### src/rtl/hls_loader_pkg.sv
// hls_loader_pkg: shared FSM states, error codes and access size for the HLS memory loader.
package hls_loader_pkg;
    typedef enum logic [3:0] {IDLE, LOAD, WR, START, RUN, DUMP, OUT, DONE, ERR} state_t;
    localparam logic [1:0] ERR_NONE = 2'd0;
    localparam logic [1:0] ERR_RUN  = 2'd1;
    localparam logic [1:0] ERR_MEM  = 2'd2;
    localparam logic [7:0] SIZE_BYTE = 8'd8;
endpackage

### src/rtl/hls_slave_access.sv
// hls_slave_access: one byte access on the core's slave RAM port (channel 0), with a stall watchdog.
module hls_slave_access
    import hls_loader_pkg::*;
#(
    parameter int ADDR_W = 14,
    parameter int DATA_W = 16,
    parameter int MEM_TO = 1024
) (
    input  logic              clock,
    input  logic              reset,
    input  logic              req,
    input  logic              rnw,
    input  logic [ADDR_W-1:0] addr,
    input  logic [7:0]        wdata,
    output logic              ack,
    output logic [7:0]        rdata,
    output logic              timeout,
    output logic [1:0]        S_oe_ram,
    output logic [1:0]        S_we_ram,
    output logic [ADDR_W-1:0] S_addr_ram,
    output logic [DATA_W-1:0] S_Wdata_ram,
    output logic [7:0]        S_data_ram_size,
    input  logic [DATA_W-1:0] Sout_Rdata_ram,
    input  logic [1:0]        Sout_DataRdy
);
    localparam int TW = $clog2(MEM_TO + 1);

    logic [TW-1:0] timer;
    logic          unused;

    assign unused = ^{Sout_DataRdy[1], Sout_Rdata_ram[DATA_W-1:8]};

    always_comb begin
        ack             = req && Sout_DataRdy[0];
        timeout         = req && !Sout_DataRdy[0] && timer == TW'(MEM_TO - 1);
        rdata           = Sout_Rdata_ram[7:0];
        S_oe_ram        = {1'b0, req && rnw};
        S_we_ram        = {1'b0, req && !rnw};
        S_addr_ram      = req ? addr : '0;
        S_Wdata_ram     = req && !rnw ? DATA_W'(wdata) : '0;
        S_data_ram_size = req ? SIZE_BYTE : 8'd0;
    end

    // timer counts stalled cycles of the current access only
    always_ff @(posedge clock or posedge reset)
        if (reset) timer <= '0;
        else       timer <= req && !Sout_DataRdy[0] ? timer + 1'b1 : '0;
endmodule

### src/rtl/hls_mem_loader.sv
// hls_mem_loader: loads a byte stream into the HLS core RAM, starts the core, times it and streams back a result window.
module hls_mem_loader
    import hls_loader_pkg::*;
#(
    parameter int ADDR_W  = 14,
    parameter int DATA_W  = 16,
    parameter int LEN_W   = 14,
    parameter int TIMEOUT = 200000000,
    parameter int MEM_TO  = 1024
) (
    input  logic              clock,
    input  logic              reset,
    input  logic              cfg_go,
    input  logic [ADDR_W-1:0] cfg_base,
    input  logic [LEN_W-1:0]  cfg_load_len,
    input  logic [ADDR_W-1:0] cfg_dump_base,
    input  logic [LEN_W-1:0]  cfg_dump_len,
    input  logic              in_valid,
    output logic              in_ready,
    input  logic [7:0]        in_data,
    output logic              out_valid,
    input  logic              out_ready,
    output logic [7:0]        out_data,
    output logic [1:0]        S_oe_ram,
    output logic [1:0]        S_we_ram,
    output logic [ADDR_W-1:0] S_addr_ram,
    output logic [DATA_W-1:0] S_Wdata_ram,
    output logic [7:0]        S_data_ram_size,
    input  logic [DATA_W-1:0] Sout_Rdata_ram,
    input  logic [1:0]        Sout_DataRdy,
    output logic              start_port,
    input  logic              done_port,
    output logic              busy,
    output logic              run_done,
    output logic [1:0]        err,
    output logic [31:0]       cycle_count
);
    state_t            state, next;
    logic [ADDR_W-1:0] cur_addr, dump_addr, acc_addr;
    logic [LEN_W-1:0]  load_rem, dump_rem;
    logic [7:0]        wbyte, rbyte, rdata;
    logic [31:0]       cnt, cnt_inc;
    logic              req, rnw, ack, mem_to, run_to;

    assign cnt_inc = &cnt ? cnt : cnt + 32'd1;
    assign run_to  = cnt > 32'(TIMEOUT);

    hls_slave_access #(.ADDR_W(ADDR_W), .DATA_W(DATA_W), .MEM_TO(MEM_TO)) u_acc (
        .clock(clock), .reset(reset), .req(req), .rnw(rnw), .addr(acc_addr), .wdata(wbyte),
        .ack(ack), .rdata(rdata), .timeout(mem_to),
        .S_oe_ram(S_oe_ram), .S_we_ram(S_we_ram), .S_addr_ram(S_addr_ram),
        .S_Wdata_ram(S_Wdata_ram), .S_data_ram_size(S_data_ram_size),
        .Sout_Rdata_ram(Sout_Rdata_ram), .Sout_DataRdy(Sout_DataRdy)
    );

    always_ff @(posedge clock or posedge reset)
        if (reset) state <= IDLE;
        else       state <= next;

    always_comb begin
        next = state;
        case (state)
            IDLE:    if (cfg_go) next = cfg_load_len != '0 ? LOAD : START;
            LOAD:    if (in_valid) next = WR;
            WR:      next = ack ? (load_rem == LEN_W'(1) ? START : LOAD) : mem_to ? ERR : WR;
            START:   next = RUN;
            RUN:     next = done_port ? (dump_rem != '0 ? DUMP : DONE) : run_to ? ERR : RUN;
            DUMP:    next = ack ? OUT : mem_to ? ERR : DUMP;
            OUT:     if (out_ready) next = dump_rem == LEN_W'(1) ? DONE : DUMP;
            default: next = IDLE;
        endcase
    end

    always_comb begin
        in_ready   = state == LOAD;
        out_valid  = state == OUT;
        out_data   = rbyte;
        start_port = state == START;
        busy       = state != IDLE;
        run_done   = state == DONE || state == ERR;
        req        = state == WR || state == DUMP;
        rnw        = state == DUMP;
        acc_addr   = rnw ? dump_addr : cur_addr;
    end

    // cnt holds cycles elapsed since start_port, excluding the current RUN cycle
    always_ff @(posedge clock or posedge reset)
        if (reset) begin
            cur_addr    <= '0;
            dump_addr   <= '0;
            load_rem    <= '0;
            dump_rem    <= '0;
            wbyte       <= '0;
            rbyte       <= '0;
            cnt         <= '0;
            err         <= ERR_NONE;
            cycle_count <= '0;
        end else begin
            if (state == IDLE && cfg_go) begin
                cur_addr    <= cfg_base;
                load_rem    <= cfg_load_len;
                dump_addr   <= cfg_dump_base;
                dump_rem    <= cfg_dump_len;
                err         <= ERR_NONE;
                cycle_count <= '0;
            end
            if (state == LOAD && in_valid) wbyte <= in_data;
            if (state == WR && ack) begin
                cur_addr <= cur_addr + 1'b1;
                load_rem <= load_rem - 1'b1;
            end
            if (req && !ack && mem_to) err <= ERR_MEM;
            if (state == START) cnt <= 32'd1;
            if (state == RUN) begin
                cnt <= cnt_inc;
                if (done_port) cycle_count <= cnt_inc;
                else if (run_to) err <= ERR_RUN;
            end
            if (state == DUMP && ack) rbyte <= rdata;
            if (state == OUT && out_ready) begin
                dump_addr <= dump_addr + 1'b1;
                dump_rem  <= dump_rem - 1'b1;
            end
        end
endmodule

### config.mk
export PLATFORM = sky130hd
export DESIGN_NAME = hls_mem_loader
export DESIGN_NICKNAME = d
export VERILOG_FILES = /design/src/rtl/hls_loader_pkg.sv /design/src/rtl/hls_slave_access.sv /design/src/rtl/hls_mem_loader.sv
export SDC_FILE = /design/constraint.sdc
export NUM_CORES = 1
export LEC_CHECK = 0
export CAP_MARGIN = 30
export CELL_PAD_IN_SITES_DETAIL_PLACEMENT = 1
export CELL_PAD_IN_SITES_GLOBAL_PLACEMENT = 2
export CORE_MARGIN = 2
export CORE_UTILIZATION = 32
export CTS_BUF_LIST = sky130_fd_sc_hd__clkbuf_2 sky130_fd_sc_hd__clkbuf_4 sky130_fd_sc_hd__clkbuf_8
export DETAILED_ROUTE_END_ITERATION = 10
export HOLD_SLACK_MARGIN = 0.15
export PLACE_DENSITY = 0.88
export SYNTH_ARGS = -nofsm -noshare
export SYNTH_HDL_FRONTEND = slang
export SYNTH_SLANG_ARGS = --single-unit
### constraint.sdc
create_clock -name clock -period 5.56 [get_ports clock]
set_clock_uncertainty 0.2 [all_clocks]
set_input_delay 0.556 -clock clock [delete_from_list [all_inputs] [get_ports clock]]
set_output_delay 0.556 -clock clock [all_outputs]
set_load 0.02 [all_outputs]
==> impl_metrics.tcl <==
set metrics [dict create \
    grt_max_degree 96 \
    die_h_um 170 \
    synth_warnings 0 \
    drive_above_1_share 0.0733 \
    hp-class "reg2reg" \
    ys_dominant_reg_cell "dfrtp_1" \
    maxSlewViolCount 0 \
    hold_violations 0 \
    ioPinCount 177 \
    critPathLaunchType "flop" \
    cp-end-kind "output pin" \
    cts_htree_levels 4 \
    power_density_mw_per_mm2 388 \
    avgRoutedWirePerCell_um 19.0 \
    cts_setup_buffers 0 \
    intPower_mw 2.49 \
    async_flop_share 1.00 \
    grt_pass1_vias 8420 \
    seqPwrFrac 0.409 \
    cp.required_ps 4800 \
    synth_top_cell_by_area "dfrtp_1" \
    critical_path_class "reg2out" \
    max_cap_violations 0 \
    core.rowCount 60 \
    power_frac_comb 0.393 \
    cts-root-buf "clkbuf_8" \
    wl_met2_mm 13.5 \
    grt_overflow_total 0 \
    die_area_mm2 0.0290 \
    synth_common_cells "dfrtp_1, nand2_1, nor2_1" \
    yosysMostFrequentCell "dfrtp_1" \
    r2r_cells 5 \
    dp_hpwl_mm 20.1 \
    ant_nets 0 \
    wl_met1_mm 13.3 \
    slew_headroom 0.328 \
    fin_util 0.406 \
    syn_to_final_growth_pct 24.3 \
    ys_types 73 \
    synth_edf_count 0 \
    routed.top_layer "met4" \
    dp_cells 1457 \
    vdd_ir_drop_max_v 0.000210 \
    period_minus_slack_ps 3770 \
    vias 8327 \
    synth_seq_cells 153 \
    fin_area_mm2 0.0110 \
    antenna_found_initial 0 \
    netlist_instances 999 \
    syn_area_mm2 0.00886 \
    clkPwrFrac 0.198 \
    dr_wl_met3_mm 1.13 \
    numPortBuffers 150 \
    cts_sinks 153 \
    holdWs_ps 282 \
    synth_area_leaders "dfrtp_1, nand2_1, o21ai_0" \
    numCtsBuffers 17 \
    postSynthAreaPerCell_um2 8.87 \
    vias_per_cell 5.58 \
    setup_ws_ps 1790 \
    crit_fanout 18 \
    switching_share 0.418 \
    place_area_mm2 0.0106 \
    core_area_mm2 0.0271 \
    finalWirelength_mm 28.4 \
    instances_no_fill 1491 \
    tightest_slew_ps 1010 \
    fmax_mhz 265 \
    rsz0062_at_grt "false" \
    setup-tns-final_ps 0 \
    clockBufferDepth 2 \
    yosys.area.top_type_share 0.432 \
    ctsResizeCount 0 \
    grt_usage 0.199 \
    fin_nets 1204 \
    period_share 0.678 \
    initial_utilization 0.327 \
    fp.dieW_um 170 \
    setup_viol 0 \
    clk_pin_slew_ps 90 \
    synth.yosys.seq_area_share 0.432 \
    drtIter0Drc 414 \
    antenna_cells_inserted 0 \
    first_pass_iters 5 \
    worstSkewPairLatency_ps 470 \
    drc_errors 0 \
    finalPower_mw 4.28 \
    cts_tree "built" \
    status "completed" \
    grt_pass1_wl_mm 45.9 \
    whs_path_depth 2 \
    pre_cts_ws_ps 2340 \
    p_sw_mw 1.79 \
    arrival_ps 3020 \
    gp_congestion 0.862 \
    leakage_nw 4.35 \
]
power by group through the flow:
stage / Sequential (mW) / Combinational, mW / Clock, mW
after floorplan: 1.67 / 1.10 / 0
after global placement: 1.74 / 1.62 / 0
after detailed placement: 1.76 / 1.68 / 0
after CTS: 1.74 / 1.69 / 0.880
after global routing: 1.80 / 1.86 / 0.917
final: 1.75 / 1.68 / 0.848
sequential cells by signal (all words and copies together), names as in the netlist:
register,cells
wbyte,8
load_rem,14
dump_rem,14
cycle_count,32
state,4
out_data,8
cur_addr,14
dump_addr,14
cnt,32
err,2
u_acc.timer,11
placed cells by master (no fill, tap or decap), types with 5 or more instances in the layout:
cell type / instances
dfrtp_1: 153
clkdlybuf4s50_1: 150
nand2_1: 118
nor2_1: 69
o21ai_0: 63
a21oi_1: 46
nand3_1: 38
inv_1: 31
a31oi_1: 30
nand4_1: 25
nor4_1: 23
clkbuf_8: 19
nor3_1: 18
o211ai_1: 17
xnor2_1: 17
conb_1: 17
and2_1: 16
mux2_2: 16
a22o_1: 15
or4_1: 13
o311ai_0: 12
a211oi_1: 12
and3_1: 12
buf_4: 12
a311oi_1: 11
o22ai_1: 10
ha_1: 10
and4_1: 9
or3_1: 9
a211o_1: 8
xor2_1: 7
o31ai_1: 7
nand2b_1: 6
mux2i_1: 5
a21o_1: 5
nor3b_1: 5
worst max-delay path: stages, from the launching register on:
cell and delay [ps]:
dfrtp_1 640, nor4bb_4 980, a22o_1 300, clkdlybuf4s50_1 630
cell type report:
class / count / area [um2]
flip-flops and latches: 153 / 3830
inverters: 32 / 125
clock inverters: 13 / 119
fillers: 3167 / 16100
repair buffers: 165 / 1660
clock buffers: 19 / 262
multi-input cells: 737 / 4560
well taps: 372 / 465
kinds of logic after synthesis:
kind of cell    after synthesis  synth area share
buf+inv                     125            0.0633
xor+xnor                     24            0.0237
simple gates                386             0.225
mux                          21            0.0260
fa+ha+maj                    10            0.0141
compound gates              279             0.215
other cells                   1          0.000423
flops                       153             0.432
per-layer routing:
layer  track usage  up-vias
met5             0        -
met4        0.0580        0
met3        0.0358       31
met2         0.323      189
met1         0.271     4204
li1              -     3903
worst paths after layout:
kind,startpoint,to,slack (ps)
worst min register to register,cycle_count[2],cycle_count[2],280
worst min-delay path,cycle_count[2],cycle_count[2],280
min in group asynchronous,reset,out_data[5],700
worst max register to register,state[3],cnt[1],2330
worst max-delay path,state[2],S_addr_ram[7],1790
max in group asynchronous,reset,load_rem[8],3300
what timing repair did:
action / in CTS / in global routing
endpoints found under the setup margin: 0 / 0
hold buffers: 0 / 1
hold endpoints to repair: 0 / 3
(Power assumes the default switching activity.)
